===== config.mk =====
export PLATFORM = sky130hd
export DESIGN_NAME = uart_tx_scheduler
export DESIGN_NICKNAME = d
export VERILOG_FILES = /design/src/rtl/uart_tx_scheduler.sv
export SDC_FILE = /design/constraint.sdc
export NUM_CORES = 1
export LEC_CHECK = 0
export BUFFER_PORTS_ARGS = -buffer_cell sky130_fd_sc_hd__buf_2
export CAP_MARGIN = 20
export CORE_AREA = 10 10 125 127
export DETAILED_ROUTE_END_ITERATION = 7
export DIE_AREA = 0 0 135 137
export PLACE_DENSITY = 0.75
export SYNTH_ARGS = -nofsm -noshare
export SYNTH_HDL_FRONTEND = slang
export SYNTH_SLANG_ARGS = --single-unit

===== constraint.sdc =====
create_clock -name clk -period 3.1 [get_ports clk]
set_input_delay 0.155 -clock clk [delete_from_list [all_inputs] [get_ports clk]]
set_output_delay 0.155 -clock clk [all_outputs]
set_load 0.02 [all_outputs]

===== src/rtl/uart_tx_scheduler.sv =====
// -----------------------------------------------------------------------------
// uart_tx_scheduler
//
// Two-requester byte scheduler in front of the UART transmitter. Port 0 (CPU
// store path) and port 1 (debug/trace path) are arbitrated into a shared FIFO.
// A small FSM then hands one byte at a time to the transmitter using its
// send_req/busy handshake.
//
// Configuration macro:
//   UART_SCHED_RR_EN  defined   -> round-robin arbitration between the ports
//                     undefined -> fixed priority, port 0 always wins
//
// Parameters:
//   DEPTH        FIFO entries (power of two, >= 2)
//   REQ_TIMEOUT  cycles spent in S_REQ waiting for tx_busy before aborting
//
// Ports:
//   clk, rst_n           clock, asynchronous active-low reset
//   req0_valid/data/ready port 0 byte handshake
//   req1_valid/data/ready port 1 byte handshake
//   tx_send_req          request to the transmitter (high in S_REQ)
//   tx_byte              FIFO head byte (8'h00 while the FIFO is empty)
//   tx_data_clk          2'b10 while tx_send_req is high, else 2'b00
//   tx_busy              transmitter busy
//   fifo_count           occupied FIFO entries
//   fifo_full/fifo_empty FIFO status flags
//   tx_err               sticky handshake-timeout flag
//   err_clr              synchronous clear of tx_err (a new timeout wins)
// -----------------------------------------------------------------------------
module uart_tx_scheduler #(
  parameter int DEPTH       = 16,
  parameter int REQ_TIMEOUT = 16
) (
  input  logic                   clk,
  input  logic                   rst_n,
  input  logic                   req0_valid,
  input  logic [7:0]             req0_data,
  output logic                   req0_ready,
  input  logic                   req1_valid,
  input  logic [7:0]             req1_data,
  output logic                   req1_ready,
  output logic                   tx_send_req,
  output logic [7:0]             tx_byte,
  output logic [1:0]             tx_data_clk,
  input  logic                   tx_busy,
  output logic [$clog2(DEPTH):0] fifo_count,
  output logic                   fifo_full,
  output logic                   fifo_empty,
  output logic                   tx_err,
  input  logic                   err_clr
);

  localparam int AW = $clog2(DEPTH);
  localparam int CW = AW + 1;
  localparam int TW = (REQ_TIMEOUT > 1) ? $clog2(REQ_TIMEOUT) : 1;

  typedef enum logic [1:0] {
    S_IDLE = 2'd0,
    S_REQ  = 2'd1,
    S_WAIT = 2'd2
  } state_t;

  // ---------------------------------------------------------------------------
  // Storage and pointers
  // ---------------------------------------------------------------------------
  logic [7:0]    mem [DEPTH];
  logic [AW-1:0] wr_ptr;
  logic [AW-1:0] rd_ptr;

  logic          grant0;
  logic          grant1;
  logic          push;
  logic [7:0]    push_data;
  logic          pop;

  state_t        state;
  state_t        next_state;
  logic [TW-1:0] to_cnt;
  logic          send_req;
  logic          set_err;

  // Flags come straight from the registered count, so a pop in the cycle the
  // FIFO is full cannot open the push path until the following cycle.
  assign fifo_full  = (fifo_count == CW'(DEPTH));
  assign fifo_empty = (fifo_count == '0);

  // ---------------------------------------------------------------------------
  // Arbitration
  // ---------------------------------------------------------------------------
`ifdef UART_SCHED_RR_EN
  // rr_ptr names the port that wins the next contested cycle.
  logic rr_ptr;
  logic contested;

  assign contested = req0_valid & req1_valid;
  assign grant0    = req0_valid & (!req1_valid | !rr_ptr);
  assign grant1    = req1_valid & (!req0_valid |  rr_ptr);

  always_ff @(posedge clk or negedge rst_n) begin
    if (!rst_n) begin
      rr_ptr <= 1'b0;
    end else if (contested && !fifo_full) begin
      // The port just served drops to lowest priority.
      rr_ptr <= grant0;
    end
  end
`else
  assign grant0 = req0_valid;
  assign grant1 = req1_valid & !req0_valid;
`endif

  assign req0_ready = !fifo_full & grant0;
  assign req1_ready = !fifo_full & grant1;

  // Grants are mutually exclusive, so at most one push happens per cycle.
  assign push      = (req0_valid & req0_ready) | (req1_valid & req1_ready);
  assign push_data = grant0 ? req0_data : req1_data;

  // ---------------------------------------------------------------------------
  // FIFO bookkeeping
  // ---------------------------------------------------------------------------
  // NOTE: sequential state is written with non-blocking assignments so every
  // register samples the pre-edge values of the others, as real flops do.
  always_ff @(posedge clk or negedge rst_n) begin
    if (!rst_n) begin
      wr_ptr     <= '0;
      rd_ptr     <= '0;
      fifo_count <= '0;
    end else begin
      // DEPTH is a power of two, so pointers wrap naturally at DEPTH.
      if (push) wr_ptr <= wr_ptr + AW'(1);
      if (pop)  rd_ptr <= rd_ptr + AW'(1);
      case ({push, pop})
        2'b10:   fifo_count <= fifo_count + CW'(1);
        2'b01:   fifo_count <= fifo_count - CW'(1);
        default: fifo_count <= fifo_count;
      endcase
    end
  end

  // NOTE: the data array has no reset; a reset only clears the pointers and
  // count, and the head is masked to 8'h00 while empty, so stale contents are
  // never observable and the array can map onto plain RAM or un-reset flops.
  always_ff @(posedge clk) begin
    if (push) mem[wr_ptr] <= push_data;
  end

  assign tx_byte = fifo_empty ? 8'h00 : mem[rd_ptr];

  // ---------------------------------------------------------------------------
  // Transmit sequencer
  // ---------------------------------------------------------------------------
  // Reset lands in S_WAIT: the transmitter has no reset, so a frame that was
  // in flight must finish (busy low) before a new request is raised.
  always_ff @(posedge clk or negedge rst_n) begin
    if (!rst_n) begin
      state  <= S_WAIT;
      to_cnt <= '0;
    end else begin
      state  <= next_state;
      // Counts cycles spent in S_REQ; cleared everywhere else.
      to_cnt <= (state == S_REQ) ? to_cnt + TW'(1) : '0;
    end
  end

  // NOTE: every output of this block gets a default before the case so no
  // path leaves a signal unassigned, which would infer a latch.
  always_comb begin
    next_state = state;
    send_req   = 1'b0;
    pop        = 1'b0;
    set_err    = 1'b0;
    case (state)
      S_IDLE: begin
        if (!fifo_empty && !tx_busy) next_state = S_REQ;
      end
      S_REQ: begin
        send_req = 1'b1;
        if (tx_busy) begin
          // Transmitter has latched the head byte; retire it.
          pop        = 1'b1;
          next_state = S_WAIT;
        end else if (to_cnt == TW'(REQ_TIMEOUT - 1)) begin
          // Abort without popping; the same byte is retried from S_IDLE.
          set_err    = 1'b1;
          next_state = S_IDLE;
        end
      end
      S_WAIT: begin
        if (!tx_busy) next_state = S_IDLE;
      end
      default: next_state = S_WAIT;
    endcase
  end

  assign tx_send_req = send_req;
  assign tx_data_clk = send_req ? 2'b10 : 2'b00;

  // ---------------------------------------------------------------------------
  // Sticky error flag
  // ---------------------------------------------------------------------------
  always_ff @(posedge clk or negedge rst_n) begin
    if (!rst_n) begin
      tx_err <= 1'b0;
    end else if (set_err) begin
      tx_err <= 1'b1;
    end else if (err_clr) begin
      tx_err <= 1'b0;
    end
  end

endmodule


**After elaboration in Yosys (flattened, before gate mapping)**

Memories as Yosys holds them, arrays and structs flattened.
Cells that the tools add are included.

- Equality and inequality tests: 9
- Reductions and logical operators: 10
- Multiplexer cells: 20
- Bitwise gates (word level): 6
- Add/subtract/negate cells: 5

Operator list:

| operator | count |
|---|---|
| 2-to-1 mux 8 bit | 2 |
| adder 4 x 1 -> 4 bit, second input constant | 3 |
| 2-to-1 mux 1 bit | 10 |
| 2-to-1 mux 2 bit | 5 |
| case mux 5 bit (2 select lines) | 1 |
| case mux 2 bit (3 select lines) | 1 |
| adder 5 x 1 -> 5 bit, second input constant | 1 |
| bitwise AND 1 bit | 5 |
| equality test 5 bit, second input constant | 1 |
| zero test 5 bit | 1 |
| subtractor 5 x 1 -> 5 bit, second input constant | 1 |
| equality test 2 x 1 -> 1 bit, second input constant | 2 |
| equality test 2 bit, second input constant | 2 |
| equality test 4 bit, second input constant | 1 |
| zero test 1 bit | 4 |
| 2-to-1 mux 4 bit | 1 |
| inequality test 2 bit, second input constant | 2 |
| nonzero test 2 bit | 2 |
| inequality test 3 x 2 -> 1 bit, second input constant | 1 |
| AND reduction 3 bit | 1 |
| zero test 2 bit | 1 |
| logical AND 1 bit | 1 |
| bitwise OR 1 bit | 1 |

- Bits in writable memories: 128
- Output and inout bits: 21
- Memories kept: 1
- Register bits after elaboration: 20
- Bits of input ports: 22
- Logic and storage cells: 57

Memories:

| name | words | bits a word | rd ports | clocked after Yosys merged registers in | write ports | line | text |
|---|---|---|---|---|---|---|---|
| mem | 16 | 8 | 1 | 0 | 1 | 66 | `logic [7:0] mem [DEPTH];` |

**Depth between registers and ports, before layout**

Gate-level depths: netlist of the first run.

- Depth in word-level cells: 7
- Gate-level depth with buffers: 12
- Gate-level depth less buffers: 10

**Worst setup path before layout of the first run**

OpenSTA, ideal clock, no wires.

- Kind: register -> register
- From: register state[1]
- To: register fifo_count[4]
- Path slack: 0.623 ns
- Clock period less this slack: 2.477 ns
- Required time: 2.964 ns
- Cell stages (with the launch flop): 13
- Path buffers: 2
- Data arrival time: 2.341 ns
- Library setup time: 0.136 ns
- Path through: dfstp_2 > nand2b_1 > inv_1 > and2_1 > clkbuf_1 > ha_1 > buf_2 > xor2_1 > ha_1 > and3b_1 > o21ai_0 > a21oi_1 > xor2_1

- Cells in the longest elaborated chain, start to end: 4
- Elaborated cells between the ends (all ways): 6
- Classes of those cells: eq/ne (3); mux (2); reduce/logical (1)

Ends and longest elaborated chain:

| item | line | text |
|---|---|---|
| start: declaration | 76 | `state_t state;` |
| start signal: assignment | 160 | `state <= next_state;` |
| equality test 2 x 1 -> 1 bit * | 173 | `case (state)` |
| 2-to-1 mux 1 bit * | 173 |  |
| via pop | 74 | `logic pop;` |
| equality test 2 x 1 -> 1 bit / equality test 2 bit (equally long branches) | 133 | `case ({push, pop})` |
| case mux 5 bit (2 select lines) / nonzero test 2 bit (equally long branches) | n/a |  |
| end signal: assignment | 134 | `2'b10: fifo_count <= fifo_count + CW'(1);` |
| end signal: assignment | 135 | `2'b01: fifo_count <= fifo_count - CW'(1);` |
| end signal: assignment | 136 | `default: fifo_count <= fifo_count;` |
| end: declaration | 46 | `output logic [$clog2(DEPTH):0] fifo_count,` |

Mark *: on every way through the listed nets, which the timed path passes. The rest lies on a longest branch.
A chain may end at the register's enable or synchronous reset.

**Final worst setup path of the first run**

- From: register fifo_count[1]
- To: register fifo_count[4]

- Cells in the longest elaborated chain, start to end: 7
- Elaborated cells between the ends (all ways): 13
- Classes of those cells: add/sub (2); eq/ne (3); mux (1); bitwise (5); reduce/logical (2)

Ends and longest elaborated chain:

| item | line | text |
|---|---|---|
| equality test 5 bit | 84 | `assign fifo_full = (fifo_count == CW'(DEPTH));` |
| zero test 1 bit | 112, 113 |  |
| bitwise AND 1 bit, on equally long branches | 112, 113 |  |
| bitwise AND 1 bit | 116 | `assign push = (req0_valid & req0_ready) \| (req1_valid & req1_ready);` |
| bitwise OR 1 bit | 116 |  |
| equality test 2 x 1 -> 1 bit / equality test 2 bit (equally long branches) | 133 |  |
| case mux 5 bit (2 select lines) / nonzero test 2 bit (equally long branches) | n/a |  |

Parallel ways exist; a longest one is shown, timed or not.

==> metrics, run 1 <==
area leader, netlist edfxtp_1; Design Area, Final 7278 um2; unrepaired setup endpoints after global routing no; Final Slew Violations 0; critical-path cell list nor4_4, a21oi_4, inv_2, ha_1, xor2_1, ha_1, inv_1, a32oi_1, a21oi_1, xor2_1; status finished clean; # clock sinks 148; H-tree depth 4; syn nets 358; final hold slack 0.2358 ns; HPWL after DPL 7.929 mm; iteration count of the initial detailed-routing pass 4; overall via count from detail_route 3,117; R2R Setup Slk 0.45 ns; Buffers on Ports 41; largest net degree at the start of global routing 30; Ys Warns 0; number of synthesized flops with an enable pin 128; root buffer cell clkbuf_16; Async S/R FF share, synth 13.51%; Slew HR 37.07%; Critical Path End Type register; VDD IR max 0.0005512 V; final worst-path cycle share 85.62%; Tot GR Track Use 13.55%; Initial Util 48.33%; Yosys top cell area share 60.78%; die area 18,500 um2; share of the yosys chip area belonging to registers 68.72%; DP Worst Slack 0.4888 ns; vias in the first global route 3,349; DRC 0; final hold vios 0; P_leak 2.634 nW; most common cell in the netlist edfxtp_1; GP Congestion 0.7688; worst-path fanout max 8; Netlist cell types 44; vias per cell 5.478; Clk Latency, worst-skew pair 0.41 ns; largest buffer count on any clock path 2; Nets 411; Hold Crit Class input pin to async pin; CP max stage delay 0.48 ns; I/O pin cnt 43; Final Power 0.006849 W; crit path capture fifo_count[4]; worst path required time 3.39 ns; global-route wire length before repair 18.67 mm; Routed Antenna Nets 0; total wire length 12.16 mm; Tightest Pin Transition 0.9440 ns; clock skew 0.009480 ns; Die X-Extent 135 um; antenna diode count 0; Setup Crit Path Kind register to register; flop and latch count out of synthesis 148; Reg clk slew, reported paths 0.06 ns; FF-to-FF End fifo_count[4]; Final setup viols 0; Starting DRT DRC Count 317; beginning of the critical path fifo_count[1]; crit path DAT 2.94 ns; placed inst area 6656 um2; min cycle time layout 2.654 ns; f_max 376.7 MHz; Core ar. 13,090 um2; MaxCap Viol Count 0; Setup TNS Final 0 ns; r2r worst-path depth 10; GR Overflow Total 0; Synth area leaders edfxtp_1, mux4_1, dfrtp_1; main flop type after synthesis edfxtp_1; Synth Area per Inst 19.34 um2; slowest CP cell dfrtp_1; post-synthesis cell count 327; CTS Buf Count 17; crit path launch type register; WL/cell 21.37 um; Row Count 42; launching point of the worst reg2reg path fifo_count[1]; die height 137 um; Post-synth top cells edfxtp_1, mux4_1, dfrtp_1; share of cells above drive strength 1 26.21%; Netlist Area Pre-Place 6324 um2; initial antenna violation count 0; setup ws final 0.4457 ns; CTS tree yes; PwrDens 941.0 nW/um2; Layout area overhead 15.10%
## state kept, by name, summed over array words and instances, names as in the netlist
register and cells:
state 2, wr_ptr 4, rd_ptr 4, mem 128
tx_err 1, fifo_count 5, to_cnt 4
## where the power goes
| part | leakage (nW) | switching, W | internal [W] | total (W) |
|---|---|---|---|---|
| clock | 0.285 | 0.000760 | 0.00126 | 0.00202 |
| combinational | 0.944 | 0.00112 | 0.000888 | 0.00201 |
| sequential | 1.40 | 0.000276 | 0.00254 | 0.00282 |
| total | 2.63 | 0.00216 | 0.00469 | 0.00685 |
## final cells by class
class                           count  area, um2
Fill cell                         981       5807
Sequential cell                   148       4347
Multi-Input combinational cell    150       1770
Clock buffer                       18      429.2
Timing Repair Buffer               52      307.8
Tap cell                          176      220.2
Clock inverter                     14      162.7
Inverter                           11      41.29
## routing by layer
metal  vias to the layer above  share of wire (%)  track usage [%]
li1                       1419                  -                -
met1                      1584                 44            17.80
met2                       108                 47            21.13
met3                         6                7.3            4.142
met4                         0               0.90            4.426
met5                         -                  0                0
## layout by cell type (no fill, tap or decap), drive strengths merged, types with 3 or more instances in the layout
cell type / Yosys / routed
a21oi: 5 / 5
and2: 11 / 11
buf: 10 / 49
bufinv: 0 / 3
clkbuf: 8 / 18
clkinv: 0 / 9
dfrtp: 19 / 19
dlygate4sd3: 0 / 3
edfxtp: 128 / 128
ha: 9 / 9
inv: 11 / 11
mux2: 10 / 10
mux2i: 17 / 17
mux4: 32 / 32
nand2: 4 / 4
nand2b: 3 / 3
nand3: 3 / 3
nor2: 9 / 9
nor3b: 3 / 3
nor4: 5 / 5
o21ai: 3 / 3
o22ai: 8 / 8
xnor2: 7 / 7
xor2: 8 / 8
## metrics by stage
| stage | util [%] | cells |
|---|---|---|
| floorplan | - | 327 |
| global placement | 50.87 | 534 |
| detailed placement | 50.87 | 534 |
| CTS | 55.62 | 569 |
| global route | 55.62 | 569 |
| finish | 55.62 | 569 |
## worst max-delay path, delay by kind of cell (launching register included)
kind                       cells  cell delay, ns
buffers and inverters          2            0.22
adders and majority gates      2            0.58
xor gates and xnor gates       2            0.34
DFF                            1            0.48
and+or+nand+nor                1            0.44
AOI/OAI and AO/OA              3            0.48
## worst min path at each step
stage	start	end	slack (ns)
after global routing	rst_n	state[0]	0.25
after CTS	req1_valid	wr_ptr[0]	0.23
after floorplan	rst_n	fifo_count[0]	-0.14
after detailed placement	rst_n	fifo_count[3]	0.14
after global placement	rst_n	fifo_count[3]	0.12
final	rst_n	fifo_count[1]	0.24
## cells by family (layout without fill, tap and decap cells)
group / count (synthesis) / in the layout / share of synthesized area (%)
buf+inv: 29 / 95 / 3.284
other cells: 1 / 1 / 0.05930
simple gates: 46 / 46 / 4.570
flops: 148 / 148 / 68.72
compound gates: 19 / 19 / 1.999
fa+ha+maj: 10 / 10 / 1.939
xor+xnor: 15 / 15 / 2.078
mux: 59 / 59 / 17.35
## repair_timing
item,in CTS,in global routing
setup buffers,0,0
resized for setup,0,0
endpoints found under the hold margin,21,0
hold buffers,3,0
setup endpoints to repair,0,0
No activity file was read; power rests on OpenSTA's default activity.
==> run 2, diff against run 1 <==
==> constraint.sdc (replaced) <==
create_clock -name clk -period 3.1 [get_ports clk]
set_input_delay 0.155 -clock clk [delete_from_list [all_inputs] [get_ports clk]]
set_output_delay 0.155 -clock clk [all_outputs]
set_load 0.05 [all_outputs]
==> run 2 against run 1 <==
Sequential power hardly changed. Die area stayed put. Maximum frequency is 1.2% higher. Cell area stayed put. Routed wire length is 1.8% lower. First-iteration DRC count is 4.1% lower. Worst setup slack better by 0.030 ns. Combinational power is 18% higher. Critical endpoint unchanged. Clock skew is 0.0032 ns lower. Global-route usage hardly changed. Total power is 4.9% higher. Flip-flop and latch count stayed put.
==> metrics, run 2 (synthesis gave the netlist of run 1 again) <==
root buffer cell clkbuf_16; initial antenna violation count 0; CTS Buf Count 17; DRC 0; most frequent cells in the layout edfxtp_1, buf_2, mux4_1, dfrtp_1; Layout area overhead 15.10%; VDD IR max 0.0007112 V; slowest CP cell dfrtp_1; status finished clean; overall via count from detail_route 3,117; iteration count of the initial detailed-routing pass 4; Clk Latency, worst-skew pair 0.41 ns; share of cells above drive strength 1 26.28%; largest reg by FF count mem; DP Worst Slack 0.5292 ns; Row Count 42; # clock sinks 148; Worst path top cell family by delay simple AND/OR/NAND/NOR gates; max FFs per register 128; Setup Crit Path Kind register to register; global-route wire length before repair 18.69 mm; clock skew 0.006253 ns; H-tree depth 4; WL/cell 21.02 um; GR Overflow Total 0; biggest regs mem x128, fifo_count x5; launching point of the worst reg2reg path fifo_count[1]; r2r worst-path depth 10; HPWL after DPL 8.096 mm; antenna diode count 0; Core ar. 13,090 um2; final worst-path cycle share 84.64%; min cycle time layout 2.624 ns; Final Slew Violations 0; largest net degree at the start of global routing 30; Nets 411; Die X-Extent 135 um; Setup TNS Final 0 ns; vias in the first global route 3,364; Hold Crit Class input pin to async pin; die area 18,500 um2; die height 137 um; MaxCap Viol Count 0; critical-path cell list nor4_4, a21oi_4, inv_2, ha_1, xor2_1, ha_1, and3b_1, o21ai_0, a21oi_1, xor2_1; Final Power 0.007183 W; Tot GR Track Use 13.57%; WP buf/inv 1; P_leak 2.625 nW; I/O pin cnt 43; Starting DRT DRC Count 304; Tightest Pin Transition 0.8198 ns; total wire length 11.94 mm; post-CTS setup buffer count 0; final hold vios 0; Routed Antenna Nets 0; Slew HR 45.15%; GP Congestion 0.7635; CP max stage delay 0.49 ns; fin util 55.62%; Final setup viols 0; unrepaired setup endpoints after global routing no; FF-to-FF End fifo_count[4]; vias per cell 5.488; crit path DAT 2.96 ns; R2R Setup Slk 0.48 ns; crit path launch type register; commonest non-fill, non-tap cell in the layout edfxtp_1; Reg clk slew, reported paths 0.06 ns; CTS tree yes; Buffers on Ports 41; Critical Path End Type register; f_max 381.1 MHz; PwrDens 986.9 nW/um2; worst-path fanout max 8; worst path required time 3.44 ns; largest buffer count on any clock path 2; setup ws final 0.4760 ns; Initial Util 48.33%
## run 2: worst max-delay path by stage
stage          slack [ns]       endpoint  cells past startpoint     startpoint
4_1_cts              0.47     tx_byte[1]                      5      rd_ptr[0]
5_1_grt              0.33  fifo_count[4]                     10  fifo_count[0]
3_5_place_dp         0.53  fifo_count[4]                     10  fifo_count[1]
3_3_place_gp         0.64  fifo_count[4]                     10  fifo_count[0]
2_1_floorplan        0.44  fifo_count[4]                     12       state[1]
6_report             0.48  fifo_count[4]                     10  fifo_count[1]
## run 2: power by group
group / switching [W] / internal [W] / leakage (nW)
registers: 0.000262 / 0.00254 / 1.40
logic: 0.00149 / 0.000880 / 0.946
clock network: 0.000753 / 0.00125 / 0.274
## run 2: routing by layer
metal	wire [um]	track usage [%]
met3	733	3.776
met1	5330	17.93
met4	172	5.144
met5	0	0
met2	5702	20.99
## run 2: final cells by class
type                            instances  area (um2)
Fill cell                             977        5807
Multi-Input combinational cell        150        1770
Sequential cell                       148        4347
Tap cell                              176       220.2
Timing Repair Buffer                   52       310.3
Clock inverter                         14       163.9
Inverter                               11       41.29
Clock buffer                           17       425.4
## run 2: what timing repair did
action                                 4_1_cts  5_1_grt
gates resized for setup                      0        0
endpoints found under the hold margin       21        0
hold buffers                                 4        0
## run 2: stage by stage
step           hold slack (ns)  std cells  instance area [um2]
2_1_floorplan          -0.1406        327                 6324
3_3_place_gp            0.1205        533                 6649
3_5_place_dp            0.1307        533                 6649
4_1_cts                 0.2105        568                 7278
5_1_grt                 0.2625        568                 7278
6_report                0.2154        568                 7278
==> run 3, diff against run 2 <==
--- a/config.mk
+++ b/config.mk
@@ -10,7 +10,7 @@
 export CORE_AREA = 10 10 125 127
 export DETAILED_ROUTE_END_ITERATION = 7
 export DIE_AREA = 0 0 135 137
-export PLACE_DENSITY = 0.75
+export PLACE_DENSITY = 0.77
 export SYNTH_ARGS = -nofsm -noshare
 export SYNTH_HDL_FRONTEND = slang
 export SYNTH_SLANG_ARGS = --single-unit
==> constraint.sdc (replaced) <==
create_clock -name clk -period 2.29 [get_ports clk]
set_input_delay 0.1145 -clock clk [delete_from_list [all_inputs] [get_ports clk]]
set_output_delay 0.1145 -clock clk [all_outputs]
set_load 0.05 [all_outputs]
==> run 3 against run 2 <==
The run now ends with negative setup slack left. Routed wire length grew 11%. Critical path depth decreased by 4. Cell area up 3.3%. Utilization up 1.8 points. First-iteration DRC count up 15%. Final cell count is 2.5% higher. Register-to-register slack lost 0.37 ns. Combinational power grew 64%. Worst hold slack worse by 0.025 ns.
==> metrics, run 3 (synthesis gave the netlist of run 1 again) <==
status complete, but fails checks; failing checks negative setup slack; Finished Layout Cells 582; vias in the first global route 3,439; final hold slack 0.1907 ns; Routed Antenna Nets 0; Placed Instances 539; die height 137 um; R2R Setup Slk 0.11 ns; antenna diode count 0; root buffer cell clkbuf_16; Final Slew Violations 0; CTS Buf Count 17; max FFs per register 128; largest reg by FF count mem; Tightest Pin Transition 0.8096 ns; commonest non-fill, non-tap cell in the layout edfxtp_1; Clk Latency, worst-skew pair 0.41 ns; Starting DRT DRC Count 349; Initial Util 48.33%; Final setup viols 2; worst path required time 2.18 ns; Hold Crit Class input pin to async pin; critical-path cell list buf_12, buf_16, mux4_2, mux2i_1, o22ai_2, buf_6; biggest regs mem x128, fifo_count x5; sw power 0.003597 W; Clock Power Share 26.8%; CP max stage delay 0.50 ns; slowest CP cell mux4_2; most frequent cells in the layout edfxtp_1, buf_2, mux4_2, buf_4, clkbuf_16; clock skew 0.005086 ns; WP buf/inv 3; largest buffer count on any clock path 2; iteration count of the initial detailed-routing pass 4; die area 18,500 um2; HPWL after DPL 8.085 mm; P_leak 2.689 nW; GR Overflow Total 0; vias per cell 5.515; f_max 431.8 MHz; Buffers on Ports 41; min cycle time layout 2.316 ns; Pint 0.006867 W; DRC 0; CTS tree yes; overall via count from detail_route 3,210; I/O pin cnt 43; global-route wire length before repair 20.07 mm; worst-path fanout max 7; FF-to-FF End fifo_count[4]; Reg clk slew, reported paths 0.06 ns; final hold vios 0; final worst-path cycle share 101.1%; unrepaired setup endpoints after global routing yes; Core ar. 13,090 um2; MaxCap Viol Count 0; Tot GR Track Use 14.84%; r2r worst-path depth 10; sequential power share 36.1%; PwrDens 1392 nW/um2; Worst path top cell family by delay multiplexers; H-tree depth 4; Layout area overhead 18.86%; Sw Ratio 34.37%; launching point of the worst reg2reg path state[1]; crit path launch type register; Setup Crit Path Kind register to output port; crit path DAT 2.20 ns; Die X-Extent 135 um; fin util 57.44%; VDD IR max 0.0009623 V; Setup TNS Final -0.03118 ns; Row Count 42; combinational power share 37.1%; WL/cell 22.79 um; # clock sinks 148; largest net degree at the start of global routing 36; share of cells above drive strength 1 37.19%; initial antenna violation count 0; total wire length 13.26 mm; Critical Path End Type output port; GP Congestion 0.8039; Nets 424; setup ws final -0.02566 ns; Slew HR 45.82%; DP Worst Slack 0.04159 ns
==> run 3: changes by cell type in the layout (fill, tap and decap cells not counted), sizes merged <==
cell      previous run  this run
clkinv               6         8
clkbuf              17        20
inv                 11        10
bufinv               3         4
clkinvlp             5         1
buf                 48        61
==> run 3: repair_timing <==
item / CTS / global route
pin swaps: 3 / 8
buffers inserted: 1 / 4
endpoints found under the setup margin: 8 / 10
gates cloned: 2 / 0
gates resized for setup: 27 / 16
hold buffers: 4 / 0
hold endpoints to repair: 22 / 0
==> run 3: worst register-to-register path, cell delays in order, from the launching register on <==
cell	delay, ns
dfstp_2	0.55
nand2b_4	0.16
clkinvlp_4	0.11
and2_4	0.17
ha_4	0.19
xor2_2	0.14
ha_2	0.21
and3b_1	0.18
o21ai_2	0.12
a21oi_1	0.08
xor2_1	0.14
==> run 3: worst max path at each step <==
stage	start	end	slack (ns)	cells after the start
global route	rd_ptr[0]	tx_byte[7]	-0.07	6
detailed placement	fifo_count[1]	fifo_count[4]	0.04	10
finish	rd_ptr[0]	tx_byte[7]	-0.03	6
global placement	fifo_count[0]	fifo_count[4]	0.17	10
CTS	rd_ptr[0]	tx_byte[0]	-0.02	5
floorplan	state[1]	fifo_count[4]	-0.23	12
==> run 3: stage by stage <==
stage | area (um2) | total power (W)
final | 7516 | 0.01046
after CTS | 7467 | 0.01041
after global placement | 6748 | 0.007079
after floorplan | 6381 | 0.006369
after global routing | 7516 | 0.01093
after detailed placement | 6748 | 0.007210
==> run 3: final cells by class <==
| cell class | instances | area (um2) |
|---|---|---|
| Fill cell | 978 | 5569 |
| Sequential cell | 148 | 4350 |
| Multi-Input combinational cell | 150 | 1798 |
| Timing Repair Buffer | 65 | 504.2 |
| Clock buffer | 20 | 436.7 |
| Tap cell | 176 | 220.2 |
| Clock inverter | 12 | 161.4 |
| Inverter | 11 | 45.04 |
==> run 3: power groups by stage <==
stage	clock network [W]	registers, W	logic [W]
2_1_floorplan	0	0.00383	0.00254
3_3_place_gp	0	0.00374	0.00334
3_5_place_dp	0	0.00379	0.00342
4_1_cts	0.00284	0.00376	0.00381
5_1_grt	0.00297	0.00382	0.00414
6_report	0.00280	0.00378	0.00388
==> run 3: routing by layer <==
metal | up-vias | global-route usage [%] | share of wire [%]
li1 | 1428 | - | -
met1 | 1627 | 19.10 | 40
met2 | 135 | 23.31 | 48
met3 | 20 | 4.765 | 9.6
met4 | 0 | 5.084 | 1.7
met5 | - | 0 | 0
